--- config.mk ---
export PLATFORM = sky130hd
export DESIGN_NAME = sd_ddr_writer
export DESIGN_NICKNAME = d
export VERILOG_FILES = /design/src/rtl/sd_ddr_writer.sv
export SDC_FILE = /design/constraint.sdc
export NUM_CORES = 1
export LEC_CHECK = 0
export ABC_AREA = 1
export CAP_MARGIN = 30
export CORE_MARGIN = 3
export CORE_UTILIZATION = 63
export CTS_BUF_LIST = sky130_fd_sc_hd__clkbuf_4 sky130_fd_sc_hd__clkbuf_8
export CTS_CLUSTER_SIZE = 16
export DETAILED_ROUTE_END_ITERATION = 10
export PLACE_DENSITY = 0.82
export SYNTH_ARGS = -nofsm -noshare
export SYNTH_HDL_FRONTEND = slang
export SYNTH_SLANG_ARGS = --single-unit
--- constraint.sdc ---
create_clock -name ui_clk -period 17.4 [get_ports ui_clk]
set_input_delay 5.22 -clock ui_clk [delete_from_list [all_inputs] [get_ports ui_clk]]
set_output_delay 5.22 -clock ui_clk [all_outputs]
set_load 0.1 [all_outputs]
--- src/rtl/sd_ddr_writer.sv ---
// -----------------------------------------------------------------------------
// sd_ddr_writer
// Packs the SD reader byte stream into DATA_W-bit words, buffers them in a
// small FIFO and writes them sequentially into DDR3 through the MIG native
// app interface. One picture of TOTAL_BYTES bytes is stored from BASE_ADDR
// upward, after which done_o is raised.
//
// Build option: define SD_DDR_WRITER_SWAP_EN to byte-swap every 16-bit pixel
// (lane 2k <-> lane 2k+1) before it enters the FIFO. Undefined: lanes are
// stored exactly as received.
//
// Ports (all synchronous to ui_clk, rising edge):
//   ui_clk_sync_rst      synchronous active-high reset
//   init_calib_complete  MIG calibration done
//   start_i              one-cycle pulse, arms a picture transfer
//   byte_i/byte_valid_i  SD byte stream, no backpressure
//   app_addr/app_cmd/app_en/app_rdy                MIG command channel
//   app_wdf_data/_wren/_end/_mask/app_wdf_rdy      MIG write-data channel
//   busy_o               transfer armed and not yet finished
//   done_o               sticky, whole picture written
//   overflow_o           sticky, a byte was dropped on a full FIFO
//
// FSM states:
//   S_IDLE     | after reset, waiting for start_i
//   S_WAIT_CAL | transfer armed, packing bytes, waiting for MIG calibration
//   S_RUN      | packing bytes and draining the FIFO into DDR3
//   S_DONE     | picture written, waiting for start_i to begin another
// -----------------------------------------------------------------------------
module sd_ddr_writer #(
  parameter int                DATA_W      = 128,
  parameter int                ADDR_W      = 28,
  parameter logic [ADDR_W-1:0] BASE_ADDR   = '0,
  parameter logic [ADDR_W-1:0] ADDR_STEP   = ADDR_W'(8),
  parameter logic [31:0]       TOTAL_BYTES = 32'd1572864,
  parameter int                FIFO_DEPTH  = 8
) (
  input  logic                  ui_clk,
  input  logic                  ui_clk_sync_rst,
  input  logic                  init_calib_complete,
  input  logic                  start_i,
  input  logic [7:0]            byte_i,
  input  logic                  byte_valid_i,
  output logic [ADDR_W-1:0]     app_addr,
  output logic [2:0]            app_cmd,
  output logic                  app_en,
  input  logic                  app_rdy,
  output logic [DATA_W-1:0]     app_wdf_data,
  output logic                  app_wdf_wren,
  output logic                  app_wdf_end,
  output logic [DATA_W/8-1:0]   app_wdf_mask,
  input  logic                  app_wdf_rdy,
  output logic                  busy_o,
  output logic                  done_o,
  output logic                  overflow_o
);

  localparam int          LANES       = DATA_W / 8;
  localparam int          LANE_W      = $clog2(LANES);
  localparam int          PTR_W       = $clog2(FIFO_DEPTH);
  localparam logic [31:0] TOTAL_WORDS = TOTAL_BYTES / 32'(LANES);

  typedef enum logic [1:0] {S_IDLE, S_WAIT_CAL, S_RUN, S_DONE} state_t;

  state_t              r_state;
  state_t              w_state_nxt;

  // The last lane is never stored here: it goes straight into the FIFO word.
  logic [DATA_W-9:0]   r_pack;
  logic [LANE_W-1:0]   r_lane;

  logic [DATA_W-1:0]   r_fifo [FIFO_DEPTH];
  logic [PTR_W-1:0]    r_wr_ptr;
  logic [PTR_W-1:0]    r_rd_ptr;
  logic [PTR_W:0]      r_count;

  logic [ADDR_W-1:0]   r_addr;
  logic [31:0]         r_words;
  logic                r_cmd_done;
  logic                r_dat_done;
  logic                r_ovf;

  logic                w_start;
  logic                w_packing;
  logic                w_empty;
  logic                w_full;
  logic                w_engine;
  logic                w_cmd_acc;
  logic                w_dat_acc;
  logic                w_pop;
  logic                w_last_byte;
  logic                w_push;
  logic                w_drop;
  logic [DATA_W-1:0]   w_raw;
  logic [DATA_W-1:0]   w_word;

  assign w_start     = start_i && (r_state == S_IDLE || r_state == S_DONE);
  assign w_packing   = (r_state == S_WAIT_CAL) || (r_state == S_RUN);
  assign w_empty     = (r_count == '0);
  assign w_full      = (r_count == (PTR_W+1)'(FIFO_DEPTH));
  // Once the last word is counted the engine stops, even if stray words
  // are still queued behind it.
  assign w_engine    = (r_state == S_RUN) && !w_empty && (r_words != TOTAL_WORDS);
  assign w_cmd_acc   = app_en && app_rdy;
  assign w_dat_acc   = app_wdf_wren && app_wdf_rdy;
  assign w_pop       = w_engine && (r_cmd_done || w_cmd_acc) && (r_dat_done || w_dat_acc);
  assign w_last_byte = w_packing && byte_valid_i && (r_lane == LANE_W'(LANES-1));
  // A pop in the same cycle frees a slot, so a full FIFO can still take the word.
  assign w_push      = w_last_byte && (!w_full || w_pop);
  assign w_drop      = w_last_byte && !w_push;

  always_comb begin
    w_raw  = {byte_i, r_pack};
    w_word = w_raw;
`ifdef SD_DDR_WRITER_SWAP_EN
    for (int k = 0; k < LANES/2; k++) begin
      w_word[16*k +: 8]   = w_raw[16*k+8 +: 8];
      w_word[16*k+8 +: 8] = w_raw[16*k +: 8];
    end
`endif
  end

  always_ff @(posedge ui_clk) begin
    if (ui_clk_sync_rst) r_state <= S_IDLE;
    else                 r_state <= w_state_nxt;
  end

  always_comb begin
    w_state_nxt  = r_state;
    app_en       = 1'b0;
    app_wdf_wren = 1'b0;
    busy_o       = 1'b0;
    done_o       = 1'b0;
    case (r_state)
      S_IDLE: begin
        if (start_i) w_state_nxt = S_WAIT_CAL;
      end
      S_WAIT_CAL: begin
        busy_o = 1'b1;
        if (init_calib_complete) w_state_nxt = S_RUN;
      end
      S_RUN: begin
        busy_o       = 1'b1;
        app_en       = w_engine && !r_cmd_done;
        app_wdf_wren = w_engine && !r_dat_done;
        if (r_words == TOTAL_WORDS) w_state_nxt = S_DONE;
      end
      S_DONE: begin
        done_o = 1'b1;
        if (start_i) w_state_nxt = S_WAIT_CAL;
      end
      default: w_state_nxt = S_IDLE;
    endcase
  end

  // FIFO storage carries no reset; only the pointers define its contents.
  always_ff @(posedge ui_clk) begin
    if (w_push && !ui_clk_sync_rst && !w_start) r_fifo[r_wr_ptr] <= w_word;
  end

  always_ff @(posedge ui_clk) begin
    if (ui_clk_sync_rst || w_start) begin
      r_pack     <= '0;
      r_lane     <= '0;
      r_wr_ptr   <= '0;
      r_rd_ptr   <= '0;
      r_count    <= '0;
      r_addr     <= BASE_ADDR;
      r_words    <= '0;
      r_cmd_done <= 1'b0;
      r_dat_done <= 1'b0;
      r_ovf      <= 1'b0;
    end else begin
      if (w_packing && byte_valid_i) begin
        if (w_last_byte) begin
          if (w_push) r_lane <= '0;
        end else begin
          r_pack[8*r_lane +: 8] <= byte_i;
          r_lane                <= r_lane + LANE_W'(1);
        end
      end

      if (w_push) r_wr_ptr <= r_wr_ptr + PTR_W'(1);

      if (w_pop) begin
        r_rd_ptr   <= r_rd_ptr + PTR_W'(1);
        r_addr     <= r_addr + ADDR_STEP;
        r_words    <= r_words + 32'd1;
        r_cmd_done <= 1'b0;
        r_dat_done <= 1'b0;
      end else begin
        if (w_cmd_acc) r_cmd_done <= 1'b1;
        if (w_dat_acc) r_dat_done <= 1'b1;
      end

      case ({w_push, w_pop})
        2'b10:   r_count <= r_count + (PTR_W+1)'(1);
        2'b01:   r_count <= r_count - (PTR_W+1)'(1);
        default: r_count <= r_count;
      endcase

      if (w_drop) r_ovf <= 1'b1;
    end
  end

  assign app_addr     = r_addr;
  assign app_cmd      = 3'b000;
  assign app_wdf_data = r_fifo[r_rd_ptr];
  assign app_wdf_end  = app_wdf_wren;
  assign app_wdf_mask = '0;
  assign overflow_o   = r_ovf;

endmodule

==> impl_metrics.env <==
export IMPL_powerDensity_nw_per_um2=104
export IMPL_worst_ep_required_time_ns=12.18
export IMPL_min_path_type="flop to flop"
export IMPL_yosysSeqAreaShare=0.714
export IMPL_cts_buffers_inserted=181
export IMPL_nets=4424
export IMPL_gp_congestion=0.881
export IMPL_synth_cells=4221
export IMPL_min_period_ns=10.70
export IMPL_via_per_inst=5.98
export IMPL_clock_sinks=1223
export IMPL_peakVddDrop_mv=0.125
export IMPL_fin_hold_ws_ns=0.463
export IMPL_timing_critical_path_mode_cell="buf_4"
export IMPL_utilization=0.724
export IMPL_drt_iter0_markers=4045
export IMPL_vias=33384
export IMPL_crit_fanout=73
export IMPL_outcome="finished, final reports clean"
export IMPL_cap_violations=0
export IMPL_wirelength_um=117000
export IMPL_clk_latency_ns=0.84
export IMPL_drt_antenna_violating_nets=0
export IMPL_critPathLaunchType="flop"
export IMPL_cts_tree="done"
export IMPL_hold_violations=0
export IMPL_clockRootBuffer="clkbuf_8"
export IMPL_tightest_slew_ns=1.03
export IMPL_place_area_um2=51200
export IMPL_final_area_um2=55200
export IMPL_synth_seq_cells=1223
export IMPL_mostFrequentLayoutCells="1155 x nor2_1, 1024 x edfxtp_1, 635 x o21ai_0"
export IMPL_relSlewSlack=0.311
export IMPL_layout_commonest_cell="nor2_1"
export IMPL_final_setup_tns_ns=0
export IMPL_cts_post_setup_buffers_inserted=0
export IMPL_netlist_area_um2=48700
export IMPL_port_buffers=173
export IMPL_busiest_layer="met2"
export IMPL_cp_slowest_cell="clkdlybuf4s50_1"
export IMPL_crit_family="buffers and inverters"
export IMPL_die_w_um=284
export IMPL_crit_chain="buf_4 > buf_4 > o21ai_0 > o22ai_1 > nor2_1 > a31oi_1 > clkdlybuf4s50_1"
export IMPL_cts_max_path_buffers=3
export IMPL_ctsHoldBuffers=0
export IMPL_clock_fmax_mhz=93.4
export IMPL_fin_cells=5580
export IMPL_cts_clk_slew_worst_paths_ns=0.06
export IMPL_syn_to_final_growth_pct=13.4
export IMPL_dr_pass1_iters=6
export IMPL_rows=101
export IMPL_hpwl_um=64000
export IMPL_grt_use_total=0.285
export IMPL_cp_end_kind="primary output"
export IMPL_critical_path_class="flop to primary output"
export IMPL_yosys_warnings=0
export IMPL_skew_ns=0.0264
export IMPL_period_share=0.615
export IMPL_critPathBufInv=3
export IMPL_grtUsageMet1=0.377
export IMPL_antenna_found_initial=1
export IMPL_setup_viol=0
export IMPL_place_inst=5234
export IMPL_grtUsageMet3=0.0621
export IMPL_cpPeakStageDelay_ns=1.24
export IMPL_drc=0
export IMPL_arrival_ns=5.48
export IMPL_slew_viol_final=0
export IMPL_top_level_ports=196
export IMPL_core_area_um2=76200
export IMPL_drive_gt1_frac=0.0972
export IMPL_initial_core_util=0.639
export IMPL_p_leak_nw=18.3
export IMPL_htreeDepth=4
export IMPL_met2_usage=0.461
export IMPL_wl_per_cell_um=21.0
export IMPL_dieArea_um2=80600
export IMPL_grt_start_max_net_pins=200
export IMPL_overflow=0
export IMPL_grt_pass1_wl_um=179000
export IMPL_grt_pass1_vias=32075
export IMPL_rsz0062_at_grt="false"
export IMPL_syn_avg_cell_area_um2=11.5
export IMPL_cts_resized=0
export IMPL_synthDistinctLibCells=49
export IMPL_die_y_um=284
registers in the layout, summed over array words and instances, names as in the netlist, named ones only:
name        flops
r_fifo       1024
r_words        32
r_count         4
r_lane          4
overflow_o      1
r_dat_done      1
r_pack        120
r_cmd_done      1
r_state         2
r_rd_ptr        3
app_addr       25
r_wr_ptr        3
report_power, final:
group          internal, mW  leakage, nW  switching, mW
combinational        0.0416         5.93          0.173
clock                  1.28         2.03           1.08
sequential             3.15         10.4         0.0159
worst min-delay path, delay by kind of cell (launching register included):
kind                   cells  cell delay [ns]
AOI/OAI and AO/OA          1             0.06
buffers and inverters      1             0.05
DFF                        1             0.31
cells in the mapped netlist (all sizes together):
cell type | number | area share
edfxtp | 1024 | 0.63
and3 | 5 | 0.00064
o21ai | 643 | 0.066
nand4 | 18 | 0.0023
nor4 | 11 | 0.0014
a31oi | 130 | 0.017
nand2 | 200 | 0.016
ha | 15 | 0.0039
o22ai | 128 | 0.016
nand3 | 34 | 0.0041
o21a | 1 | 0.00015
nor2 | 1175 | 0.093
xnor2 | 6 | 0.0015
nor3 | 41 | 0.0047
inv | 157 | 0.012
buf | 100 | 0.013
clkbuf | 162 | 0.012
conb | 1 | 0.000077
o21bai | 2 | 0.00031
a211oi | 12 | 0.0023
nor3b | 1 | 0.00015
a21oi | 115 | 0.012
clkinv | 1 | 0.000077
dfxtp | 199 | 0.082
a21boi | 1 | 0.00015
and2 | 1 | 0.00013
xor2 | 34 | 0.0061
or2 | 3 | 0.00039
fa | 1 | 0.00041
stage by stage:
stage                     setup WS, ns  power, mW
after detailed placement          6.88       3.43
final                             6.70       5.74
after global routing              6.46       5.91
after CTS                         5.93       5.75
after floorplan                   1.98       3.37
after global placement            6.82       3.43
cells by family after synthesis:
group / share of synthesized area
AOI/OAI and AO/OA: 0.114
xor gates and xnor gates: 0.00759
adders and majority gates: 0.00427
buffers and inverters: 0.0374
DFF: 0.714
other: 0.0000771
and+or+nand+nor: 0.123
metal layers:
layer  wire, um  share of wire
met1      44100           0.38
met2      56500           0.48
met3      12100           0.10
met4       4280          0.037
met5          0              0
area by class of cell:
cell class | instances | area (um^2)
timing repair buffer | 230 | 2510
inverter | 158 | 616
clock buffer | 275 | 3320
antenna | 1 | 2.50
clock inverter | 64 | 470
tap | 1030 | 1290
fill | 4729 | 21000
multi-input combinational | 2599 | 12200
sequential | 1223 | 34700
final timing paths:
| path | slack (ns) | from | end | depth (start not counted) |
|---|---|---|---|---|
| worst max-delay path | 6.70 | flop | app_wdf_data[9] | 7 |
| worst min-delay path | 0.46 | overflow_o$_SDFFE_PP0P_ | overflow_o$_SDFFE_PP0P_ | 2 |
| worst max register to register | 12.73 | r_state[0]$_SDFFE_PP0P_ | r_fifo[0][79]$_DFFE_PP_ | 10 |
| worst min register to register | 0.46 | overflow_o$_SDFFE_PP0P_ | overflow_o$_SDFFE_PP0P_ | 2 |
No activity file was read; power rests on OpenSTA's default activity.
